===== config.mk =====
export PLATFORM = sky130hd
export DESIGN_NAME = stack_ctrl
export DESIGN_NICKNAME = d
export VERILOG_FILES = /design/src/rtl/stack_ctrl_pkg.sv /design/src/rtl/stack.sv /design/src/rtl/stack_rr_arb.sv /design/src/rtl/stack_ctrl.sv
export SDC_FILE = /design/constraint.sdc
export NUM_CORES = 1
export LEC_CHECK = 0
export CAP_MARGIN = 20
export CELL_PAD_IN_SITES_DETAIL_PLACEMENT = 1
export CELL_PAD_IN_SITES_GLOBAL_PLACEMENT = 1
export CORE_MARGIN = 2
export CORE_UTILIZATION = 50
export CTS_CLUSTER_DIAMETER = 80
export DETAILED_ROUTE_END_ITERATION = 10
export GPL_ROUTABILITY_DRIVEN = 0
export PLACE_DENSITY = 0.76
export SLEW_MARGIN = 10
export SYNTH_ARGS = -nofsm -noshare
export SYNTH_HDL_FRONTEND = slang
export SYNTH_SLANG_ARGS = --single-unit
export TNS_END_PERCENT = 5

===== constraint.sdc =====
create_clock -name clk -period 5.4 [get_ports clk]
set_input_delay 1.08 -clock clk [delete_from_list [all_inputs] [get_ports clk]]
set_output_delay 1.08 -clock clk [all_outputs]
set_load 0.01 [all_outputs]

===== src/rtl/stack_ctrl_pkg.sv =====
// Shared definitions for the stack_ctrl controller: op encoding, FSM states, ID width helper.
package stack_ctrl_pkg;

    localparam logic OP_POP  = 1'b0;
    localparam logic OP_PUSH = 1'b1;

    typedef enum logic {
        ST_RUN   = 1'b0,
        ST_CLEAR = 1'b1
    } state_t;

    function automatic int id_w(input int n);
        return (n > 1) ? $clog2(n) : 1;
    endfunction

endpackage


===== src/rtl/stack.sv =====
// Bare LIFO: no overflow/underflow protection; the owner must never push when full or pop when empty.
module stack #(
    parameter int WIDTH = 18,
    parameter int SIZE  = 4
) (
    input  logic             clk,
    input  logic             reset,
    input  logic             push,
    input  logic             pop,
    input  logic [WIDTH-1:0] data_in,
    output logic [WIDTH-1:0] data_out
);
    localparam int DEPTH = 2 ** SIZE;

    logic [WIDTH-1:0] mem [DEPTH];
    logic [SIZE:0]    sp;
    logic [SIZE-1:0]  top_idx;

    assign top_idx = sp[SIZE-1:0] - 1'b1;

    always_ff @(posedge clk) begin
        if (reset) begin
            sp       <= '0;
            data_out <= '0;
        end else if (push) begin
            sp <= sp + 1'b1;
        end else if (pop) begin
            sp       <= sp - 1'b1;
            data_out <= mem[top_idx];
        end
    end

    always_ff @(posedge clk) begin
        if (!reset && push)
            mem[sp[SIZE-1:0]] <= data_in;
    end

endmodule


===== src/rtl/stack_rr_arb.sv =====
// Round-robin arbiter: search starts one past the last granted client; last_gnt moves only on a grant.
module stack_rr_arb
    import stack_ctrl_pkg::*;
#(
    parameter int N    = 4,
    parameter int ID_W = id_w(N)
) (
    input  logic            clk,
    input  logic            reset_n,
    input  logic            en,
    input  logic [N-1:0]    valid,
    output logic [N-1:0]    gnt,
    output logic [ID_W-1:0] last_gnt
);
    logic [ID_W-1:0] idx;
    logic [ID_W-1:0] gnt_idx;
    logic            found;

    always_comb begin
        gnt     = '0;
        gnt_idx = '0;
        found   = 1'b0;
        idx     = '0;
        for (int off = 1; off <= N; off++) begin
            idx = ID_W'((int'(last_gnt) + off) % N);
            if (!found && en && valid[idx]) begin
                gnt[idx] = 1'b1;
                gnt_idx  = idx;
                found    = 1'b1;
            end
        end
    end

    always_ff @(posedge clk) begin
        if (!reset_n)
            last_gnt <= ID_W'(N - 1);
        else if (found)
            last_gnt <= gnt_idx;
    end

endmodule


===== src/rtl/stack_ctrl.sv =====
// Multi-requester controller for one stack: RR arbitration, occupancy tracking, tagged 2-cycle responses.
// Optional rejected-op counter port err_count when STACK_CTRL_ERR_CNT_EN is defined.
module stack_ctrl
    import stack_ctrl_pkg::*;
#(
    parameter int N_REQ       = 4,
    parameter int STACK_WIDTH = 18,
    parameter int STACK_SIZE  = 4,
    parameter int ID_W        = id_w(N_REQ)
) (
    input  logic                         clk,
    input  logic                         reset_n,
    input  logic                         clear,
    input  logic [N_REQ-1:0]             req_valid,
    input  logic [N_REQ-1:0]             req_op,
    input  logic [N_REQ*STACK_WIDTH-1:0] req_data,
    output logic [N_REQ-1:0]             req_ready,
    output logic                         rsp_valid,
    output logic [ID_W-1:0]              rsp_id,
    output logic [STACK_WIDTH-1:0]       rsp_data,
    output logic                         rsp_err,
    output logic [STACK_SIZE:0]          level,
    output logic                         full,
    output logic                         empty
`ifdef STACK_CTRL_ERR_CNT_EN
    ,
    output logic [15:0]                  err_count
`endif
);
    localparam logic [STACK_SIZE:0] DEPTH_L = (STACK_SIZE + 1)'(2 ** STACK_SIZE);
    localparam int STAGES = 2;

    state_t state, state_nx;
    logic   clr_go, gnt_en;

    logic [N_REQ-1:0]       gnt;
    logic [ID_W-1:0]        last_gnt;
    logic [ID_W-1:0]        sel_id;
    logic                   sel_op;
    logic [STACK_WIDTH-1:0] sel_data;
    logic                   xfer, is_err, ok_push, ok_pop;
    logic [STACK_SIZE:0]    level_nx;

    logic                   stk_rst, stk_push, stk_pop;
    logic [STACK_WIDTH-1:0] stk_din, stk_dout;

    logic [STAGES:1]        vld_pipe;
    logic [ID_W-1:0]        id_s1, id_s2;
    logic                   err_s1, err_s2, pop_s1, pop_s2;

    always_ff @(posedge clk) begin
        if (!reset_n) state <= ST_RUN;
        else          state <= state_nx;
    end

    always_comb begin
        state_nx = state;
        case (state)
            ST_RUN:   if (clear) state_nx = ST_CLEAR;
            ST_CLEAR: state_nx = ST_RUN;
            default:  state_nx = ST_RUN;
        endcase
    end

    always_comb begin
        clr_go = (state == ST_RUN) && clear;
        gnt_en = reset_n && !clr_go;
    end

    stack_rr_arb #(.N(N_REQ), .ID_W(ID_W)) u_arb (
        .clk      (clk),
        .reset_n  (reset_n),
        .en       (gnt_en),
        .valid    (req_valid),
        .gnt      (gnt),
        .last_gnt (last_gnt)
    );

    assign req_ready = gnt;

    always_comb begin
        sel_id   = '0;
        sel_op   = OP_POP;
        sel_data = '0;
        for (int i = 0; i < N_REQ; i++) begin
            if (gnt[i]) begin
                sel_id   = ID_W'(i);
                sel_op   = req_op[i];
                sel_data = req_data[i*STACK_WIDTH +: STACK_WIDTH];
            end
        end
    end

    // Decisions use the registered level, which already includes last cycle's transfer.
    always_comb begin
        xfer    = |gnt;
        is_err  = xfer && ((sel_op == OP_PUSH) ? full : empty);
        ok_push = xfer && (sel_op == OP_PUSH) && !full;
        ok_pop  = xfer && (sel_op == OP_POP)  && !empty;
        level_nx = level;
        if (clr_go)       level_nx = '0;
        else if (ok_push) level_nx = level + 1'b1;
        else if (ok_pop)  level_nx = level - 1'b1;
    end

    always_ff @(posedge clk) begin
        if (!reset_n) begin
            level    <= '0;
            full     <= 1'b0;
            empty    <= 1'b1;
            stk_rst  <= 1'b1;
            stk_push <= 1'b0;
            stk_pop  <= 1'b0;
            stk_din  <= '0;
            vld_pipe <= '0;
            id_s1    <= '0;
            id_s2    <= '0;
            err_s1   <= 1'b0;
            err_s2   <= 1'b0;
            pop_s1   <= 1'b0;
            pop_s2   <= 1'b0;
        end else begin
            level    <= level_nx;
            full     <= (level_nx == DEPTH_L);
            empty    <= (level_nx == '0);
            stk_rst  <= (state_nx == ST_CLEAR);
            stk_push <= ok_push;
            stk_pop  <= ok_pop;
            stk_din  <= sel_data;
            vld_pipe <= {vld_pipe[STAGES-1:1], xfer};
            id_s1    <= sel_id;
            id_s2    <= id_s1;
            err_s1   <= is_err;
            err_s2   <= err_s1;
            pop_s1   <= ok_pop;
            pop_s2   <= pop_s1;
        end
    end

    stack #(.WIDTH(STACK_WIDTH), .SIZE(STACK_SIZE)) u_stack (
        .clk      (clk),
        .reset    (stk_rst),
        .push     (stk_push),
        .pop      (stk_pop),
        .data_in  (stk_din),
        .data_out (stk_dout)
    );

    // Response gated by reset so an op completing during reset is dropped, not reported.
    always_comb begin
        rsp_valid = reset_n && vld_pipe[STAGES];
        rsp_id    = reset_n ? id_s2 : '0;
        rsp_err   = rsp_valid && err_s2;
        rsp_data  = (rsp_valid && pop_s2) ? stk_dout : '0;
    end

`ifdef STACK_CTRL_ERR_CNT_EN
    always_ff @(posedge clk) begin
        if (!reset_n || clr_go)
            err_count <= '0;
        else if (is_err && err_count != 16'hFFFF)
            err_count <= err_count + 16'd1;
    end
`endif

endmodule


## Word-level counts from Yosys, hierarchy flattened

Memory sizes are Yosys's and may differ from the RTL's. A register that Yosys moved wholly into a read port is not among the register bits.
Cells that the tools add are included.

| word-level totals | value |
|---|---|
| flip-flop bits (word level) | 45 |
| bits in writable memories | 288 |
| input port bits | 83 |
| output and inout bits | 33 |
| word-level logic and storage cells | 125 |
| memories kept | 1 |

| operators by class | value |
|---|---|
| add/subtract/negate cells | 9 |
| magnitude comparators | 8 |
| equal/unequal tests | 1 |
| mux-type cells | 51 |
| bitwise operators | 6 |
| reductions and logical operators | 33 |

Memory list:

| memory | depth | width | read ports | clocked after memory_dff | write ports | line | text |
|---|---|---|---|---|---|---|---|
| u_stack.mem | 16 | 18 | 1 | 1 | 1 | stack.sv:15 | `logic [WIDTH-1:0] mem [DEPTH];` |

Operator list:

| kind | count |
|---|---|
| $mux W18 | 5 |
| $mux W5 | 5 |
| $logic_and A1 B1 Y1 | 22 |
| $mux W1 | 21 |
| $mux W4 | 4 |
| $mux W2 | 7 |
| $lt A2 B3 Y1 const B | 4 |
| $or A4 B4 Y4 | 3 |
| $add A5 B1 Y5 const B | 2 |
| $sub A5 B1 Y5 const B | 2 |
| $bmux W1 S2 | 4 |
| $demux W1 S2 | 4 |
| $ge A2 B1 Y1 const B | 4 |
| $logic_not A1 Y1 | 7 |
| $eq A5 B5 Y1 const B | 1 |
| $logic_not A5 Y1 | 1 |
| $add A2 B1 Y2 const B | 2 |
| $add A2 B2 Y2 const B | 2 |
| $reduce_or A4 Y1 | 1 |
| $sub A4 B1 Y4 const B | 1 |
| $not A1 Y1 | 3 |
| $pmux W1 S2 | 1 |
| $reduce_and A2 Y1 | 1 |
| $reduce_bool A2 Y1 | 1 |

## Depth between registers and ports, before layout

Gate-level depths: netlist of run 1.

| depth | value |
|---|---|
| depth in word-level cells | 29 |
| gate-level depth with buffers | 15 |
| gate-level depth less buffers | 13 |

## Cells and area by module

A second synthesis of run 1 with hierarchy kept.

| unflattened totals | value |
|---|---|
| cells, all modules | 966 |
| area total of the unflattened synthesis | 14403.8 µm² |

By module, submodules not included:

| module | instances | cells an instance | area an instance (µm²) | seq. area each (µm²) |
|---|---|---|---|---|
| stack | 1 | 676 | 11925.2 | 9088.7 |
| stack_ctrl | 1 | 233 | 1976.9 | 760.7 |
| stack_rr_arb | 1 | 57 | 501.7 | 40.0 |

## Worst setup path before layout of run 1

OpenSTA, ideal clock, no wires.

| timing path | value |
|---|---|
| kind | input -> output |
| start | input port req_valid[1] |
| end | output port req_ready[2] |
| data arrival time | 2.955 ns |
| required time | 4.320 ns |
| path slack | 1.365 ns |
| stages | 7 |
| path buffers | 2 |
| cell sequence | clkbuf_1 > mux4_2 > nand2_1 > o21ai_1 > o31ai_1 > clkinv_1 > clkbuf_1 |

| between the ends | value |
|---|---|
| longest elaborated chain between the ends | 16 |
| elaborated cells between the ends (all ways) | 28 |
| classes of those cells | 15 x mux; 3 x bitwise; 10 x reduce/logical |

Ends and longest elaborated chain:

| what | line | text |
|---|---|---|
| start, declared | stack_ctrl.sv:14 | `input logic [N_REQ-1:0] req_valid,` |
| $bmux W1 S2 | stack_rr_arb.sv:26 | `if (!found && en && valid[idx]) begin` |
| $mux W1 (implied by the code) | stack_rr_arb.sv:26 |  |
| $logic_and A1 B1 Y1 | stack_rr_arb.sv:26 |  |
| $mux W1 | stack_rr_arb.sv:26 |  |
| $logic_not A1 Y1 | stack_rr_arb.sv:26 |  |
| $logic_and A1 B1 Y1 (2 in a row) | stack_rr_arb.sv:26 |  |
| $mux W1 | stack_rr_arb.sv:26 |  |
| $logic_not A1 Y1 | stack_rr_arb.sv:26 |  |
| $logic_and A1 B1 Y1 (2 in a row) | stack_rr_arb.sv:26 |  |
| $mux W1 | stack_rr_arb.sv:26 |  |
| $logic_not A1 Y1 | stack_rr_arb.sv:26 |  |
| $logic_and A1 B1 Y1 (2 in a row) | stack_rr_arb.sv:26 |  |
| $mux W4 (*) | stack_rr_arb.sv:26 |  |
| end, declared | stack_ctrl.sv:17 | `output logic [N_REQ-1:0] req_ready,` |

Every way passes the cells marked *; elsewhere a longest branch is shown, timed or not. The select of a mux whose other input is x is not followed.

## Worst setup path in the final report of run 1

| timing path | value |
|---|---|
| start | register u_arb.last_gnt[0] |
| end | output port req_ready[2] |

| between the ends | value |
|---|---|
| longest elaborated chain between the ends | 17 |
| elaborated cells between the ends (all ways) | 52 |
| classes of those cells | 4 x add/sub; 8 x order compare; 23 x mux; 3 x bitwise; 14 x reduce/logical |

Ends and longest elaborated chain:

| what | line | text |
|---|---|---|
| start, declared | stack_rr_arb.sv:13 | `output logic [ID_W-1:0] last_gnt` |
| start signal, assigned | stack_rr_arb.sv:36 | `last_gnt <= ID_W'(N - 1);` |
| start signal, assigned | stack_rr_arb.sv:38 | `last_gnt <= gnt_idx;` |
| parallel branches: the longest is 16 deep, another holds $lt A2 B3 Y1 | -- |  |
| $mux W4 (*) | stack_rr_arb.sv:26 |  |

Mark *: on every way between the ends. The select of a mux whose other input is x is not followed.

==> results of run 1 <==
-- kinds of logic (layout without fill, tap and decap cells) --
family / after synthesis / after routing
AO/OA/AOI/OAI: 99 / 99
XOR/XNOR: 9 / 9
adder cells (fa/ha/maj): 16 / 16
buffers and inverters: 56 / 220
flip-flops: 350 / 350
multiplexers: 96 / 96
AND/OR/NAND/NOR: 179 / 179
-- sequential cells by signal, indices dropped and copies added (netlist names), 2 cells and up --
name	count
u_arb.last_gnt	2
id_s2	2
u_stack.sp	4
u_stack.mem	288
stk_din	18
vld_pipe	2
level	5
id_s1	2
u_stack.data_out	18
-- worst max-delay path, stage by stage, from the launching register on --
cell	delay (ps)
dfxtp_1	740
inv_1	260
ha_1	480
and3b_1	220
o21ai_0	330
a211oi_1	190
o31ai_2	460
clkinv_1	240
clkdlybuf4s50_1	540
-- area by class of cell --
class / instances / area [sq um]
Timing Repair Buffer: 141 / 1370
Inverter: 16 / 60.1
Tap cell: 378 / 473
Clock buffer: 43 / 958
Clock inverter: 20 / 273
Fill cell: 2509 / 10700
Sequential cell: 350 / 9890
Multi-Input combinational cell: 399 / 4040
-- power breakdown --
| group | leakage [nW] | total, mW | internal (mW) | switching [mW] |
|---|---|---|---|---|
| registers | 3.14 | 3.31 | 3.12 | 0.191 |
| clock network | 0.599 | 2.58 | 1.60 | 0.982 |
| logic | 1.83 | 1.04 | 0.535 | 0.509 |
| total | 5.58 | 6.93 | 5.25 | 1.68 |
-- worst max-delay path by stage --
stage / start / end / depth (start not counted)
3_3_place_gp: req_valid[1] / empty / 11
6_report: u_arb.last_gnt[0] / req_ready[2] / 8
4_1_cts: u_arb.last_gnt[0] / req_ready[2] / 8
3_5_place_dp: req_valid[1] / empty / 11
5_1_grt: u_arb.last_gnt[0] / req_ready[2] / 8
2_1_floorplan: req_valid[1] / req_ready[2] / 7
-- metrics by stage --
step                      setup slack, ps   util  power [mW]  hold slack [ps]  std cells
final                                 337  0.614        6.93              436       1347
after global routing                 83.1  0.614        7.16              452       1347
after CTS                             132  0.613        6.97              437       1344
after detailed placement              162  0.569        4.40              420       1281
after global placement                414  0.569        4.33              413       1281
after floorplan                      1370      -        3.98              412        805
-- per-layer routing --
metal / part of all wire / up-vias / global-route usage
li1: - / 3489 / -
met1: 0.40 / 4119 / 0.322
met2: 0.51 / 357 / 0.414
met3: 0.063 / 69 / 0.0403
met4: 0.031 / 0 / 0.0891
met5: 0 / - / 0
-- cells in the final DEF (no fill, tap or decap), types with 14 or more instances in the layout --
master / Yosys / layout
clkdlybuf4s50_1: 0 / 115
and2_1: 30 / 30
clkbuf_16: 0 / 37
buf_4: 0 / 23
dfxtp_1: 62 / 61
nand2_1: 57 / 57
ha_1: 15 / 14
nor2_1: 44 / 44
mux4_2: 92 / 92
a222oi_1: 16 / 16
edfxtp_1: 288 / 288
a21oi_1: 44 / 44
-- synth_stat cells (4+ instances only) --
library cell | number | share of area
buf_1 | 6 | 0.0016
o21ai_0 | 6 | 0.0021
xnor2_1 | 7 | 0.0044
nor3_1 | 12 | 0.0043
nand3_1 | 4 | 0.0014
a21oi_1 | 44 | 0.016
clkbuf_1 | 33 | 0.0088
a222oi_1 | 16 | 0.011
nand2b_1 | 4 | 0.0018
o31ai_1 | 4 | 0.0021
and2_1 | 30 | 0.013
nand2_1 | 57 | 0.015
edfxtp_1 | 288 | 0.61
dfxtp_1 | 62 | 0.088
nor2b_1 | 4 | 0.0018
inv_1 | 13 | 0.0035
nor2_1 | 44 | 0.012
mux4_2 | 92 | 0.15
ha_1 | 15 | 0.013
==> impl_metrics.yaml, run 1 <==
critical_path:
  start_kind: "flop"
  critPathArrivalTime_ps: 3980
  reg2regPathDepth: 13
  cp_max_fo: 15
  r2r_slack_ps: 770
  worstPathRequired_ps: 4320
  end_kind: "primary output"
  rr_endpoint: "full"
  critical_path_class: "reg -> out"
  r2r-start: "u_arb.last_gnt[0]"
sta:
  timing.final.crit_share: 0.938
  setup_viol: 0
  tightest_slew_ps: 1110
  finalSetupTns_ps: 0
  max_slew_margin: 0.254
  report.final.slew_viol_count: 0
  rsz0062_at_grt: "false"
  hold_viol_final: 0
  finalCriticalPeriod_ps: 5060
  clock_skew_ps: 7.61
  clock.fmax_mhz: 198
synth:
  synth-main-ff-cell: "edfxtp_1"
  synth.avg_cell_area_sq_um: 17.5
  synthesis.area_sq_um: 14100
  synth-seq-cells: 350
  yosysWarnings: 0
  synth_fa_ha_area_frac: 0.0148
  synth_cell_type_count: 61
  synth_nets: 904
  ys_seq_area_frac: 0.702
  async_flop_share: 0
  synth_edf_count: 288
  synth-xor-area-share: 0.00560
  synth_top_family_by_area: "multiplexers"
  synthMuxAreaShare: 0.150
  synth_simple_gate_area_share: 0.0627
  synthCells: 805
  synth_compound_area_frac: 0.0494
grt:
  grt_antenna_before_repair: 1
  grt_pass1_wl_mm: 52.3
  gr-total-overflow: 0
  first_global_vias: 8651
  grt_max_degree: 45
  grt_use_total: 0.244
route:
  post_drt_wl_per_cell_um: 25.6
  drtIter0Drc: 654
  drc: 0
  vias: 8034
  routed_wl_mm: 34.5
  drt_first_pass_iters: 5
  antenna_left: 0
  avgViaCountPerCell: 5.96
min_path:
  hold_path.class: "reg -> reg"
  hold_path_end: "id_s2[0]"
  min-delay-start: "id_s1[0]"
  hold_path_depth: 1
clocking:
  cts_tree: "yes"
  numClockSinks: 350
  cts_buffer_depth: 3
  htreeDepth: 2
  cts_setup_buffers: 0
  cts_made_buffers: 35
  ctsResizeCount: 0
  cts-hold-fix-buffers: 0
  cts-root-buf: "clkbuf_16"
  insertion_delay_ps: 510
  path_clk_slew_ps: 60
final_layout:
  drive_gt1_frac: 0.196
  final_cell_area_sq_um: 17100
  area_delta_synth_final_pct: 21.2
  diodes: 0
  layout.nets: 1042
floorplan:
  initial_core_util: 0.507
  fp.dieH_um: 172
  rows: 61
  die_w_um: 172
  dieArea_sq_um: 29500
  core_area_sq_um: 27800
  io_pins: 116
placed_design:
  portBuffers: 115
  place_area_sq_um: 15800
  dp_hpwl_mm: 21.4
run_status:
  status: "finished, final reports clean"
pwr:
  powerDensity_nw_per_um2: 406
  ir_drop_mv: 0.209
  power.leakage_nw: 5.58
run:
  cap_violations: 0
No activity file was read; power rests on OpenSTA's default activity.
==> inputs of run 2 (changes only) <==
--- a/config.mk
+++ b/config.mk
@@ -9,7 +9,7 @@
 export CELL_PAD_IN_SITES_DETAIL_PLACEMENT = 1
 export CELL_PAD_IN_SITES_GLOBAL_PLACEMENT = 1
 export CORE_MARGIN = 2
-export CORE_UTILIZATION = 50
+export CORE_UTILIZATION = 49
 export CTS_CLUSTER_DIAMETER = 80
 export DETAILED_ROUTE_END_ITERATION = 10
 export GPL_ROUTABILITY_DRIVEN = 0
@@ -17,5 +17,6 @@
 export SLEW_MARGIN = 10
 export SYNTH_ARGS = -nofsm -noshare
 export SYNTH_HDL_FRONTEND = slang
+export SYNTH_HIERARCHICAL = 1
 export SYNTH_SLANG_ARGS = --single-unit
 export TNS_END_PERCENT = 5
==> run 2 against run 1 <==
Hold slack improved by 11 ps. Final cell count rose by 12%. Routed wire length rose by 6.4%. Clock power fell by 5%. Total power fell by 9.1%. Utilization fell by 1.4 points. Clock skew rose by 16 ps. Non-clock buffer count rose by 11. Largest power group unchanged.
==> impl_metrics.yaml, run 2 <==
run_status:
  status: "finished, final reports clean"
sta:
  finalCriticalPeriod_ps: 4910
  rsz0062_at_grt: "false"
  timing.final.crit_share: 0.909
  clock_skew_ps: 23.2
  clock.fmax_mhz: 204
  finalSetupTns_ps: 0
  max_slew_margin: 0.346
  setup_viol: 0
  setup_slack_ps: 492
  hold_viol_final: 0
  tightest_slew_ps: 981
  report.final.slew_viol_count: 0
route:
  antenna_left: 0
  drtIter0Drc: 726
  drt_first_pass_iters: 5
  avgViaCountPerCell: 5.92
  vias: 8939
  post_drt_wl_per_cell_um: 24.3
  routed_wl_mm: 36.7
  drc: 0
synth:
  synth_cell_type_count: 67
  synthTopCellsByCount: "edfxtp_1 (288), nand2_1 (149), nor2_1 (74)"
  synth-seq-cells: 350
  synth_edf_count: 288
  async_flop_share: 0
  synth.avg_cell_area_sq_um: 14.9
  synthesis.area_sq_um: 14400
  ys_seq_area_frac: 0.687
  synth_nets: 1062
  yosys-top-cells-area: "edfxtp_1 (60%), dfxtp_1 (8.6%), mux4_2 (6.1%), nand2_1 (3.9%), mux2i_1 (2.6%)"
  synthCells: 966
  synth_largest_area_cell: "edfxtp_1"
  yosysMostFrequentCell: "edfxtp_1"
  synth-main-ff-cell: "edfxtp_1"
  synth_top_area_frac: 0.600
  yosysWarnings: 6
critical_path:
  critical_path_class: "reg -> out"
  critPathArrivalTime_ps: 3830
  cp_max_fo: 11
  worstPathRequired_ps: 4320
  end_kind: "primary output"
  start_kind: "flop"
pwr:
  sw_frac_of_total: 0.240
  power.leakage_nw: 6.07
  clkPwrFrac: 0.390
  power_mw: 6.30
  p_switching_mw: 1.51
  power_frac_comb: 0.121
  p_int_mw: 4.78
  powerDensity_nw_per_um2: 363
  ir_drop_mv: 0.210
  p_seq_frac: 0.489
floorplan:
  fp.dieH_um: 175
  core_area_sq_um: 28900
  io_pins: 116
  rows: 62
  die_w_um: 175
  dieArea_sq_um: 30800
  initial_core_util: 0.499
final_layout:
  diodes: 0
  layout_commonest_cell: "edfxtp_1"
  drive_gt1_frac: 0.149
  layout_common_cells: "edfxtp_1 (288), nand2_1 (149), clkdlybuf4s50_1 (115)"
  layout.nets: 1198
  largest_reg_flops: 288
  area_delta_synth_final_pct: 20.3
clocking:
  cts_tree: "yes"
  cts_made_buffers: 35
  ctsResizeCount: 0
  htreeDepth: 2
  cts_setup_buffers: 0
  cts-root-buf: "clkbuf_16"
  cts_buffer_depth: 3
  insertion_delay_ps: 520
  cts-hold-fix-buffers: 0
  numClockSinks: 350
  path_clk_slew_ps: 60
placed_design:
  dpl_worst_slack_ps: 481
  dp_hpwl_mm: 22.4
  portBuffers: 115
grt:
  grt_max_degree: 73
  grt_pass1_wl_mm: 56.2
  grt_antenna_before_repair: 0
  grt_use_total: 0.242
  first_global_vias: 9594
  gr-total-overflow: 0
min_path:
  hold_path.class: "reg -> reg"
run:
  cap_violations: 0
==> run 2: cell count changes after synthesis, moves of 30 or more <==
| cell | change |
|---|---|
| nand2_1 | +92 |
| a32o_1 | +34 |
| mux2i_1 | +36 |
| nor2_1 | +30 |
| a21oi_1 | -40 |
| mux4_2 | -53 |
==> run 2: per-stage QoR <==
| stage | util | hold WS (ps) | cells | instance area (sq um) |
|---|---|---|---|---|
| after global placement | 0.560 | 415 | 1448 | 16100 |
| after global routing | 0.600 | 459 | 1511 | 17300 |
| after detailed placement | 0.560 | 424 | 1448 | 16100 |
| after CTS | 0.600 | 451 | 1510 | 17300 |
| final | 0.600 | 448 | 1511 | 17300 |
| after floorplan | - | 412 | 966 | 14400 |
==> run 2: cell type report <==
class	instances	area, sq um
Timing Repair Buffer	152	1450
Clock inverter	12	166
Sequential cell	350	9890
Fill cell	2735	11500
Inverter	10	37.5
Clock buffer	50	1000
Multi-Input combinational cell	553	4310
Tap cell	384	480
==> run 2: final timing paths <==
path	startpoint	endpoint	slack, ps	cells after the start
max	u_arb/last_gnt[0]	req_ready[0]	490	7
min	id_s1[0]	id_s2[0]	450	1
max reg2reg	u_arb/last_gnt[0]	empty	960	13
min reg2reg	id_s1[0]	id_s2[0]	450	1
==> run 2: critical path, stage by stage (launching register included) <==
cell and delay [ps]:
dfxtp_1 630, inv_1 240, ha_1 510, mux4_2 470, nor3b_2 340, nand2_1 90
a41oi_1 380, clkdlybuf4s50_1 640
==> run 2: layer usage <==
| layer | track usage | part of all wire | vias up |
|---|---|---|---|
| li1 | - | - | 3996 |
| met1 | 0.322 | 0.42 | 4522 |
| met2 | 0.409 | 0.49 | 347 |
| met3 | 0.0416 | 0.060 | 74 |
| met4 | 0.0744 | 0.027 | 0 |
| met5 | 0 | 0 | - |
==> run 2: power groups by stage <==
| stage | Sequential, mW | Combinational (mW) | Clock [mW] |
|---|---|---|---|
| after floorplan | 3.09 | 0.535 | 0 |
| after global placement | 3.13 | 0.737 | 0 |
| after detailed placement | 3.14 | 0.754 | 0 |
| after CTS | 3.08 | 0.763 | 2.50 |
| after global routing | 3.09 | 0.826 | 2.59 |
| final | 3.08 | 0.760 | 2.46 |
==> run 2: cells by family (layout without fill, tap and decap cells) <==
logic type / count (synthesis) / in the layout / synth area share
flops: 350 / 350 / 0.687
simple gates: 326 / 326 / 0.105
compound gates: 127 / 127 / 0.0804
mux: 80 / 80 / 0.0899
buf+inv: 63 / 224 / 0.0214
fa+ha+maj: 13 / 13 / 0.0118
xor+xnor: 7 / 7 / 0.00478
